File: config.mk
export PLATFORM = sky130hd
export DESIGN_NAME = reservation_station_mc
export DESIGN_NICKNAME = d
export VERILOG_FILES = /design/src/rtl/reservation_station_mc.sv
export SDC_FILE = /design/constraint.sdc
export NUM_CORES = 2
export LEC_CHECK = 0
export CAP_MARGIN = 20
export CORE_MARGIN = 5
export CORE_UTILIZATION = 35
export CTS_CLUSTER_SIZE = 24
export DETAILED_ROUTE_END_ITERATION = 8
export PLACE_DENSITY_LB_ADDON = 0.15
export SETUP_SLACK_MARGIN = 0.05
export SLEW_MARGIN = 20
export SYNTH_ARGS = -nofsm -noshare
export SYNTH_HDL_FRONTEND = slang
export SYNTH_SLANG_ARGS = --single-unit
File: constraint.sdc
create_clock -name clk_in -period 4.4 [get_ports clk_in]
set_clock_uncertainty 0.1 [all_clocks]
set_input_delay 0.88 -clock clk_in [delete_from_list [all_inputs] [get_ports clk_in]]
set_output_delay 0.88 -clock clk_in [all_outputs]
set_load 0.01 [all_outputs]
File: src/rtl/reservation_station_mc.sv
// Multi-channel reservation station: holds dispatched ALU ops until operands arrive
// over the CDB buses, then issues the lowest-index ready entry through a valid/ready slot.
module reservation_station_mc #(
  parameter int ADDR_WIDTH   = 32,
  parameter int ROB_WIDTH    = 4,
  parameter int RS_WIDTH     = 3,
  parameter int RS_DEPTH     = 1 << RS_WIDTH,
  parameter int CDB_CHANNELS = 2
) (
  input  logic                           clk_in,
  input  logic                           rst_n_in,
  input  logic                           rdy_in,
  input  logic                           flush_in,
  input  logic                           disp_en_in,
  input  logic [6:0]                     disp_op_in,
  input  logic [ADDR_WIDTH-1:0]          disp_pc_in,
  input  logic                           disp_qj_vld_in,
  input  logic                           disp_qk_vld_in,
  input  logic [ROB_WIDTH-1:0]           disp_qj_in,
  input  logic [ROB_WIDTH-1:0]           disp_qk_in,
  input  logic [31:0]                    disp_vj_in,
  input  logic [31:0]                    disp_vk_in,
  input  logic [31:0]                    disp_imm_in,
  input  logic [ROB_WIDTH-1:0]           disp_rob_in,
  output logic                           full_out,
  output logic [RS_WIDTH:0]              count_out,
  input  logic [CDB_CHANNELS-1:0]        cdb_en_in,
  input  logic [CDB_CHANNELS*ROB_WIDTH-1:0] cdb_rob_in,
  input  logic [CDB_CHANNELS*32-1:0]     cdb_val_in,
  output logic                           iss_valid_out,
  input  logic                           iss_ready_in,
  output logic [6:0]                     iss_op_out,
  output logic [ADDR_WIDTH-1:0]          iss_pc_out,
  output logic [31:0]                    iss_vj_out,
  output logic [31:0]                    iss_vk_out,
  output logic [31:0]                    iss_imm_out,
  output logic [ROB_WIDTH-1:0]           iss_rob_out
);

  logic [RS_DEPTH-1:0]   busy, qj_pend, qk_pend;
  logic [6:0]            e_op  [RS_DEPTH];
  logic [ADDR_WIDTH-1:0] e_pc  [RS_DEPTH];
  logic [ROB_WIDTH-1:0]  e_qj  [RS_DEPTH];
  logic [ROB_WIDTH-1:0]  e_qk  [RS_DEPTH];
  logic [31:0]           e_vj  [RS_DEPTH];
  logic [31:0]           e_vk  [RS_DEPTH];
  logic [31:0]           e_imm [RS_DEPTH];
  logic [ROB_WIDTH-1:0]  e_rob [RS_DEPTH];

  logic [RS_DEPTH-1:0]   wj_pend, wk_pend;
  logic [31:0]           wj_val [RS_DEPTH];
  logic [31:0]           wk_val [RS_DEPTH];
  logic                  dj_pend, dk_pend;
  logic [31:0]           dj_val, dk_val;
  logic                  sel_found, free_found, iss_open, iss_take, disp_acc;
  logic [RS_WIDTH-1:0]   sel_idx, free_idx;

  assign full_out = &busy;
  assign iss_open = ~iss_valid_out | iss_ready_in;
  assign iss_take = iss_open & sel_found;
  assign disp_acc = disp_en_in & ~full_out & ~flush_in;

  // Channels are scanned high to low so the lowest matching channel lands last and wins.
  always_comb begin
    sel_found  = 1'b0;
    sel_idx    = '0;
    free_found = 1'b0;
    free_idx   = '0;
    for (int i = RS_DEPTH - 1; i >= 0; i--) begin
      if (busy[i] & ~qj_pend[i] & ~qk_pend[i]) begin
        sel_found = 1'b1;
        sel_idx   = RS_WIDTH'(i);
      end
      if (~busy[i]) begin
        free_found = 1'b1;
        free_idx   = RS_WIDTH'(i);
      end
    end
    dj_pend = disp_qj_vld_in;
    dj_val  = disp_vj_in;
    dk_pend = disp_qk_vld_in;
    dk_val  = disp_vk_in;
    for (int c = CDB_CHANNELS - 1; c >= 0; c--) begin
      if (disp_qj_vld_in && cdb_en_in[c] && cdb_rob_in[c*ROB_WIDTH +: ROB_WIDTH] == disp_qj_in) begin
        dj_pend = 1'b0;
        dj_val  = cdb_val_in[c*32 +: 32];
      end
      if (disp_qk_vld_in && cdb_en_in[c] && cdb_rob_in[c*ROB_WIDTH +: ROB_WIDTH] == disp_qk_in) begin
        dk_pend = 1'b0;
        dk_val  = cdb_val_in[c*32 +: 32];
      end
    end
    for (int e = 0; e < RS_DEPTH; e++) begin
      wj_pend[e] = qj_pend[e];
      wj_val[e]  = e_vj[e];
      wk_pend[e] = qk_pend[e];
      wk_val[e]  = e_vk[e];
      for (int c = CDB_CHANNELS - 1; c >= 0; c--) begin
        if (qj_pend[e] && cdb_en_in[c] && cdb_rob_in[c*ROB_WIDTH +: ROB_WIDTH] == e_qj[e]) begin
          wj_pend[e] = 1'b0;
          wj_val[e]  = cdb_val_in[c*32 +: 32];
        end
        if (qk_pend[e] && cdb_en_in[c] && cdb_rob_in[c*ROB_WIDTH +: ROB_WIDTH] == e_qk[e]) begin
          wk_pend[e] = 1'b0;
          wk_val[e]  = cdb_val_in[c*32 +: 32];
        end
      end
    end
  end

  always_ff @(posedge clk_in or negedge rst_n_in) begin
    if (!rst_n_in) begin
      busy          <= '0;
      qj_pend       <= '0;
      qk_pend       <= '0;
      count_out     <= '0;
      iss_valid_out <= 1'b0;
      iss_op_out    <= '0;
      iss_pc_out    <= '0;
      iss_vj_out    <= '0;
      iss_vk_out    <= '0;
      iss_imm_out   <= '0;
      iss_rob_out   <= '0;
      for (int i = 0; i < RS_DEPTH; i++) begin
        e_op[i]  <= '0;
        e_pc[i]  <= '0;
        e_qj[i]  <= '0;
        e_qk[i]  <= '0;
        e_vj[i]  <= '0;
        e_vk[i]  <= '0;
        e_imm[i] <= '0;
        e_rob[i] <= '0;
      end
    end else if (rdy_in) begin
      if (flush_in) begin
        busy          <= '0;
        count_out     <= '0;
        iss_valid_out <= 1'b0;
      end else begin
        qj_pend <= wj_pend;
        qk_pend <= wk_pend;
        for (int i = 0; i < RS_DEPTH; i++) begin
          e_vj[i] <= wj_val[i];
          e_vk[i] <= wk_val[i];
        end
        if (iss_open) begin
          iss_valid_out <= sel_found;
          if (sel_found) begin
            iss_op_out      <= e_op[sel_idx];
            iss_pc_out      <= e_pc[sel_idx];
            iss_vj_out      <= e_vj[sel_idx];
            iss_vk_out      <= e_vk[sel_idx];
            iss_imm_out     <= e_imm[sel_idx];
            iss_rob_out     <= e_rob[sel_idx];
            busy[sel_idx]   <= 1'b0;
          end
        end
        // The free slot comes from registered busy, so it can never be the entry being issued.
        if (disp_acc && free_found) begin
          busy[free_idx]    <= 1'b1;
          e_op[free_idx]    <= disp_op_in;
          e_pc[free_idx]    <= disp_pc_in;
          e_qj[free_idx]    <= disp_qj_in;
          e_qk[free_idx]    <= disp_qk_in;
          e_imm[free_idx]   <= disp_imm_in;
          e_rob[free_idx]   <= disp_rob_in;
          qj_pend[free_idx] <= dj_pend;
          qk_pend[free_idx] <= dk_pend;
          e_vj[free_idx]    <= dj_val;
          e_vk[free_idx]    <= dk_val;
        end
        count_out <= count_out + (RS_WIDTH+1)'(disp_acc) - (RS_WIDTH+1)'(iss_take);
      end
    end
  end

endmodule

; Word level (Yosys, flattened, before mapping)
; Index checks and enable logic that the tools add are counted.
[totals]
register_bits = 1344
input_bits = 229
output_inout_bits = 145
[classes]
n_addsub = 2
magnitude_cmp = 7
eq_ne = 36
mux = 155
n_bitwise = 44
n_reduce_logical = 82
[ops]
columns = cell, n
row1 = 32-bit 2-to-1 mux, 45
row2 = 256-bit bitwise mux, 4
row3 = 256-bit 2-to-1 mux, 2
row4 = 32-bit binary-select mux with 3-bit select, 4
row5 = 4-bit equality test, 36
row6 = 32-bit bitwise mux, 3
row7 = 32-bit demux with 3-bit select, 1
row8 = 1-bit logical AND, 76
row9 = 8-bit 2-to-1 mux, 8
row10 = 56-bit bitwise mux, 1
row11 = 1-bit 2-to-1 mux, 56
row12 = 3-bit 2-to-1 mux, 16
row13 = 7-bit binary-select mux with 3-bit select, 1
row14 = 7-bit demux with 3-bit select, 1
row15 = 7-bit 2-to-1 mux, 3
row16 = 1-bit AND, 19
row17 = 1-bit inverter, 19
row18 = 8-bit bitwise mux, 2
row19 = 4-bit 2-to-1 mux, 4
row20 = 4-bit binary-select mux with 3-bit select, 1
row21 = 4-bit demux with 3-bit select, 1
row22 = 8-bit AND, 1
row23 = 4-bit >= comparator (second input constant), 2
row24 = 3-bit by 4-bit less-than comparator with 1-bit output (second input constant), 2
row25 = other kinds (14), 18

; Logic depth before layout (Yosys ltp)
[logic_depth]
word_depth = 24
depth_mapped = 15

; Worst setup path before layout
; No wires, ideal clock.
[synth_timing]
path_type = input port to flip-flop
from = input port cdb_rob_in[2]
to = register e_vj[246] (netlist bit)
setup_time_ps = 132
t_arrival_ps = 2915
t_required_ps = 4168
path_slack_ps = 1253
path_stages = 11
path_cell_list = buf_4 nor2b_1 a221o_1 clkbuf_2 or4b_1 buf_2 buf_6 buf_6 or2_1 a32oi_1 o21ai_1
[synth_between]
elab_chain_len = 5
word_cells_on_any_way = 8
cone_classes = eq/ne: 2 / mux: 4 / reduce/logical: 2
[synth_rtl]
columns = item, line
row1 = "start, declared", 28  ; input logic [CDB_CHANNELS*ROB_WIDTH-1:0] cdb_rob_in,
row2 = "4-bit equality test, on equally long branches", "99, 84"
row3 = "1-bit logical AND, on equally long branches", "99, 84"
row4 = "32-bit 2-to-1 mux, on equally long branches", "99, 84"
row5 = 256-bit bitwise mux, 169  ; e_vj[free_idx] <= dj_val;
row6 = 256-bit 2-to-1 mux (*), 159  ; if (disp_acc && free_found) begin
row7 = "end signal, assigned by index", 143  ; e_vj[i] <= wj_val[i];
row8 = "end signal, assigned by index", 169
row9 = "end, declared", 45  ; logic [31:0] e_vj [RS_DEPTH];
; Every way passes the cells marked *; elsewhere a longest branch is shown, timed or not.
; A chain may end at the register's enable or synchronous reset.

; Worst setup path in the final report
[layout_timing]
from = register busy[0]
to = output port full_out
[layout_between]
elab_chain_len = 1
[layout_rtl]
columns = item, line
row1 = "start, declared", 40  ; logic [RS_DEPTH-1:0] busy, qj_pend, qk_pend;
row2 = "start signal, assigned", 113  ; busy <= '0;
row3 = "start signal, assigned", 136  ; busy <= '0;
row4 = "start signal, assigned by index", 155  ; busy[sel_idx] <= 1'b0;
row5 = 8-bit AND reduction, 58  ; assign full_out = &busy;
row6 = "end, declared", 25  ; output logic full_out,
; No other way between the ends.

==> results by stage <==
Floorplan:
- Once the floorplan was initialized, standard cells occupied between 30% and 40% of the core.
- Measured along the x axis, the die boundary spans approximately 480 um.
- The area of the die is between 200000 and 250000 um2.
- The standard cell core area is about 220000 um2.
- In this run the vertical extent of the chip is between 400 and 500 um.
- During I/O placement, the number of pins put on the boundary was between 300 and 400.
- The number of rows in the core area is about 170.

Worst setup path:
- The worst setup path is captured at an output port.
- For the worst setup path, the data required time is between 3 and 4 ns.
- In this design, the stage delay of the slowest critical-path cell is about 0.64 ns.
- Traced cell by cell, the critical path runs through nand4_1 -> buf_4 -> nor2_1 -> clkdlybuf4s50_1.
- The number of buffer and inverter stages on the critical path is 2.
- The kind of cell with the highest combined delay along the critical path is buffers and inverters.
- STA classifies the critical path startpoint as a flop.
- Of all nets on the critical path, the largest fanout is 10.
- The slowest stage of the critical path is the clkdlybuf4s50_1 cell.
- STA puts the critical path data arrival time at 2.69 ns.
- The type of the setup path with the least slack is reg2out.

STA:
- The setup slack after layout is 0.7287 ns.
- The shortest period the worst path allows is 3.671 ns.
- Setup repair after global routing left no endpoint under its margin.
- The number of endpoints with negative hold slack in the final report is 0.
- The highest clock rate is 272.4 MHz.
- The final count of negative-setup-slack endpoints is 0.
- The number of pins with negative max-slew slack in the final report is 0.
- The transition time at the pin with the least slew margin is roughly 1.3 ns.
- The post-route worst hold slack is ~0.37 ns.
- The final total negative setup slack is 0 ns.
- The final period utilization is between 80% and 90%.
- The remaining max-slew budget at the tightest pin is around 15%.

CTS:
- Clock-pin slew was measured on the worst setup and hold paths at approximately 0.060 ns.
- The quantity of gates resized following cts is 0.
- TritonCTS built the clock tree.
- The tree built by TritonCTS fans out to between 1000 and 1500 sinks.
- The latest clock arrival within the worst-skew pair is ~0.86 ns.
- The count of hold-fix buffers inserted at cts is 1.
- The number of buffers inserted to repair setup after CTS is 0.
- The clock passes through at most 3 buffers.
- The number of clock buffers inserted by TritonCTS is 162.
- The tree is rooted in a clkbuf_16.
- The level count of the clock H-tree is 4.

Layout:
- Cells with a size suffix above 1 make up 16.02% of the layout.
- In the layout the commonest cells are dfrtp_1, nand2_1, o21ai_0.
- After the last flow step, the layout net total stands at approximately 8300.
- The synthesis-to-finish area growth is 18.00%.
- The most common cell after layout, fill and taps aside is dfrtp_1.
- After the flow finishes, the layout carries non-filler instances totaling approximately 11000.
- The layout has between 20000 and 25000 filler cells.

Placed design:
- The routability congestion estimate is 0.8709.
- The total instance count after detailed placement is 10780.
- The count of port buffers added during placement is between 300 and 400.
- OpenSTA, run right after detailed placement, puts the worst setup slack at around 0.34 ns.
- Summed over all nets, the half-perimeter wirelength after detailed placement is roughly 200 mm.

Synthesis:
- Yosys mapped a number of flops with a built-in enable equal to 0.
- Dividing the synthesized area by the synthesized cell count gives about 9.4 um2.
- The synthesized design contains approximately 1300 register bits.
- The number of different library cells in the post-synthesis netlist is 69.
- The combined area of all synthesized cells is ~77000 um2.
- In the synthesized netlist the dominant register cell turns out to be dfrtp_1.
- Synthesis produced a netlist whose cell count is between 8000 and 9000.
- Sequential elements use roughly 44% of the synthesized area.
- Synthesis produced a netlist with a net count of roughly 8400.
- The share of synthesized registers carrying an async set or reset is between 90% and 100%.
- Yosys printed 0 warnings.

Global route:
- Summed over all layers, the global routing overflow is 0.
- The layer with the highest usage is met2.
- Global routing consumed, on the met2 layer, about 46% of the routing resources.
- The pin count of the biggest net entering global routing is a little over 200.
- The global-route wire length before repair is roughly 530 mm.
- The global-route met3 utilization is 8.809%.
- The overall track demand over capacity in global routing is slightly above 30%.
- In the global route stage, met1 resource usage came out at between 40% and 50%.
- The via count of the first global-routing pass is about 72000.
- The number of antenna violations at the first check in global routing was 35.

Drt:
- Before antenna repair, the detailed router went through 9 iterations.
- For this block, the initial DRC count from the detailed router was just under 10000.
- The remaining routing DRC violations is 0.
- The count of antenna-violating nets left after detailed routing is 0.
- Dividing the detail-routed wire length by the instance count gives 33.32 um.
- For this block, the routed nets add up to around 370 mm of wire.
- The detailed router placed between 70000 and 80000 vias in this run.
- After detailed routing, the number of vias per cell comes to between 6 and 7.

Power and ir drop:
- The analysis attributes to cell leakage a power of about 42 nW.
- In this run the power density over the cells is between 400 and 500 nW/um2.
- VDD sags by at most between 0.4 and 0.5 mV.

Run:
- Max-cap violations in this run came to 0.

Worst hold path:
- The class of the tightest hold or removal check is reg2reg.

Status:
- The flow ran to the end, and the final reports show no timing, DRC or antenna violations.
tightest hold or removal path, stage by stage (launching register included):
cell	delay, ns
dfrtp_1	0.34
nand2_1	0.05
nand2_1	0.05
cell type report:
class	instances	area (um2)	share of cell area [%]
Antenna cell	24	60.06	0.06649
Clock buffer	234	4767	5.278
Clock inverter	45	671.9	0.7439
Inverter	30	112.6	0.1247
Multi-Input combinational cell	5780	39300	43.51
Sequential cell	1344	33630	37.24
Tap cell	2854	3571	3.954
Timing Repair Buffer	773	8203	9.082
kinds of logic (layout without fill, tap and decap cells):
family	count (synthesis)	count (layout)	share of synthesized area, %
other	0	24	0
AOI/OAI and AO/OA	2489	2489	22.30
xor gates and xnor gates	117	117	1.339
muxes	1005	1005	14.01
adders and majority gates	5	5	0.09155
DFF	1344	1344	43.94
and+or+nand+nor	2164	2164	13.13
buffers and inverters	1002	1082	5.189
Yosys cell counts (20+ instances only):
library cell | count | share of area [%]
dfrtp_1 | 1344 | 44
nand2_1 | 933 | 4.6
o21ai_0 | 788 | 5.2
clkbuf_1 | 769 | 3.8
mux2_2 | 531 | 7.8
mux2i_1 | 474 | 6.2
nand3_1 | 421 | 2.8
a21oi_1 | 303 | 2.0
a211o_1 | 266 | 3.0
a31oi_1 | 207 | 1.7
and3_1 | 195 | 1.6
nor2_1 | 187 | 0.92
nor3_1 | 172 | 1.1
a221oi_1 | 145 | 1.7
a22o_1 | 138 | 1.6
a222oi_1 | 136 | 1.8
buf_2 | 131 | 0.86
o2bb2ai_1 | 99 | 1.1
a22oi_1 | 96 | 0.94
nand4_1 | 87 | 0.71
xnor2_1 | 72 | 0.82
nor4_1 | 69 | 0.56
buf_1 | 64 | 0.31
a32oi_1 | 53 | 0.61
o221ai_1 | 47 | 0.54
xor2_1 | 45 | 0.51
o211ai_1 | 40 | 0.39
o31ai_1 | 34 | 0.33
a31o_2 | 32 | 0.37
inv_1 | 28 | 0.14
o21ai_1 | 27 | 0.18
a21o_1 | 24 | 0.24
or2_2 | 21 | 0.17
a31oi_2 | 20 | 0.33
state kept, by name, summed over array words and instances, names as in the netlist, 32 cells and up:
name         cells
e_vk           256
iss_imm_out     32
iss_vk_out      32
e_imm          256
iss_pc_out      32
e_qk            32
iss_vj_out      32
e_op            56
e_pc           256
e_vj           256
e_qj            32
e_rob           32
final timing paths:
| path | cells after the start | endpoint | slack, ns | start |
|---|---|---|---|---|
| min in group asynchronous | 2 | e_vj[112] | 0.57 | rst_n_in |
| max in group asynchronous | 3 | iss_pc_out[16] | 2.34 | rst_n_in |
| max | 4 | full_out | 0.73 | busy[0] |
| min reg2reg | 2 | e_op[32] | 0.37 | e_op[32] |
| min | 2 | e_op[32] | 0.37 | e_op[32] |
| max reg2reg | 8 | iss_vj_out[11] | 0.76 | qk_pend[5] |
per-layer routing:
| layer | vias to the layer above | wire [um] | part of all wire [%] |
|---|---|---|---|
| li1 | 30320 | - | - |
| met2 | 4739 | 159700 | 43 |
| met1 | 37310 | 146000 | 40 |
| met3 | 1157 | 39700 | 11 |
| met4 | 38 | 23590 | 6.4 |
| met5 | - | 288 | 0.078 |
per-stage QoR:
| stage | power [mW] | utilization [%] | instance area [um2] |
|---|---|---|---|
| 5_1_grt | 43.98 | 41.53 | 90280 |
| 4_1_cts | 42.24 | 41.52 | 90260 |
| 2_1_floorplan | 22.76 | - | 76540 |
| 6_report | 42.18 | 41.55 | 90320 |
| 3_3_place_gp | 27.98 | 39.00 | 84790 |
| 3_5_place_dp | 28.25 | 39.01 | 84810 |
power breakdown:
part	switching (mW)	internal, mW
Clock	5.93	8.01
Sequential	2.00	14.8
Combinational	6.43	5.04
No activity file was read; power rests on OpenSTA's default activity.
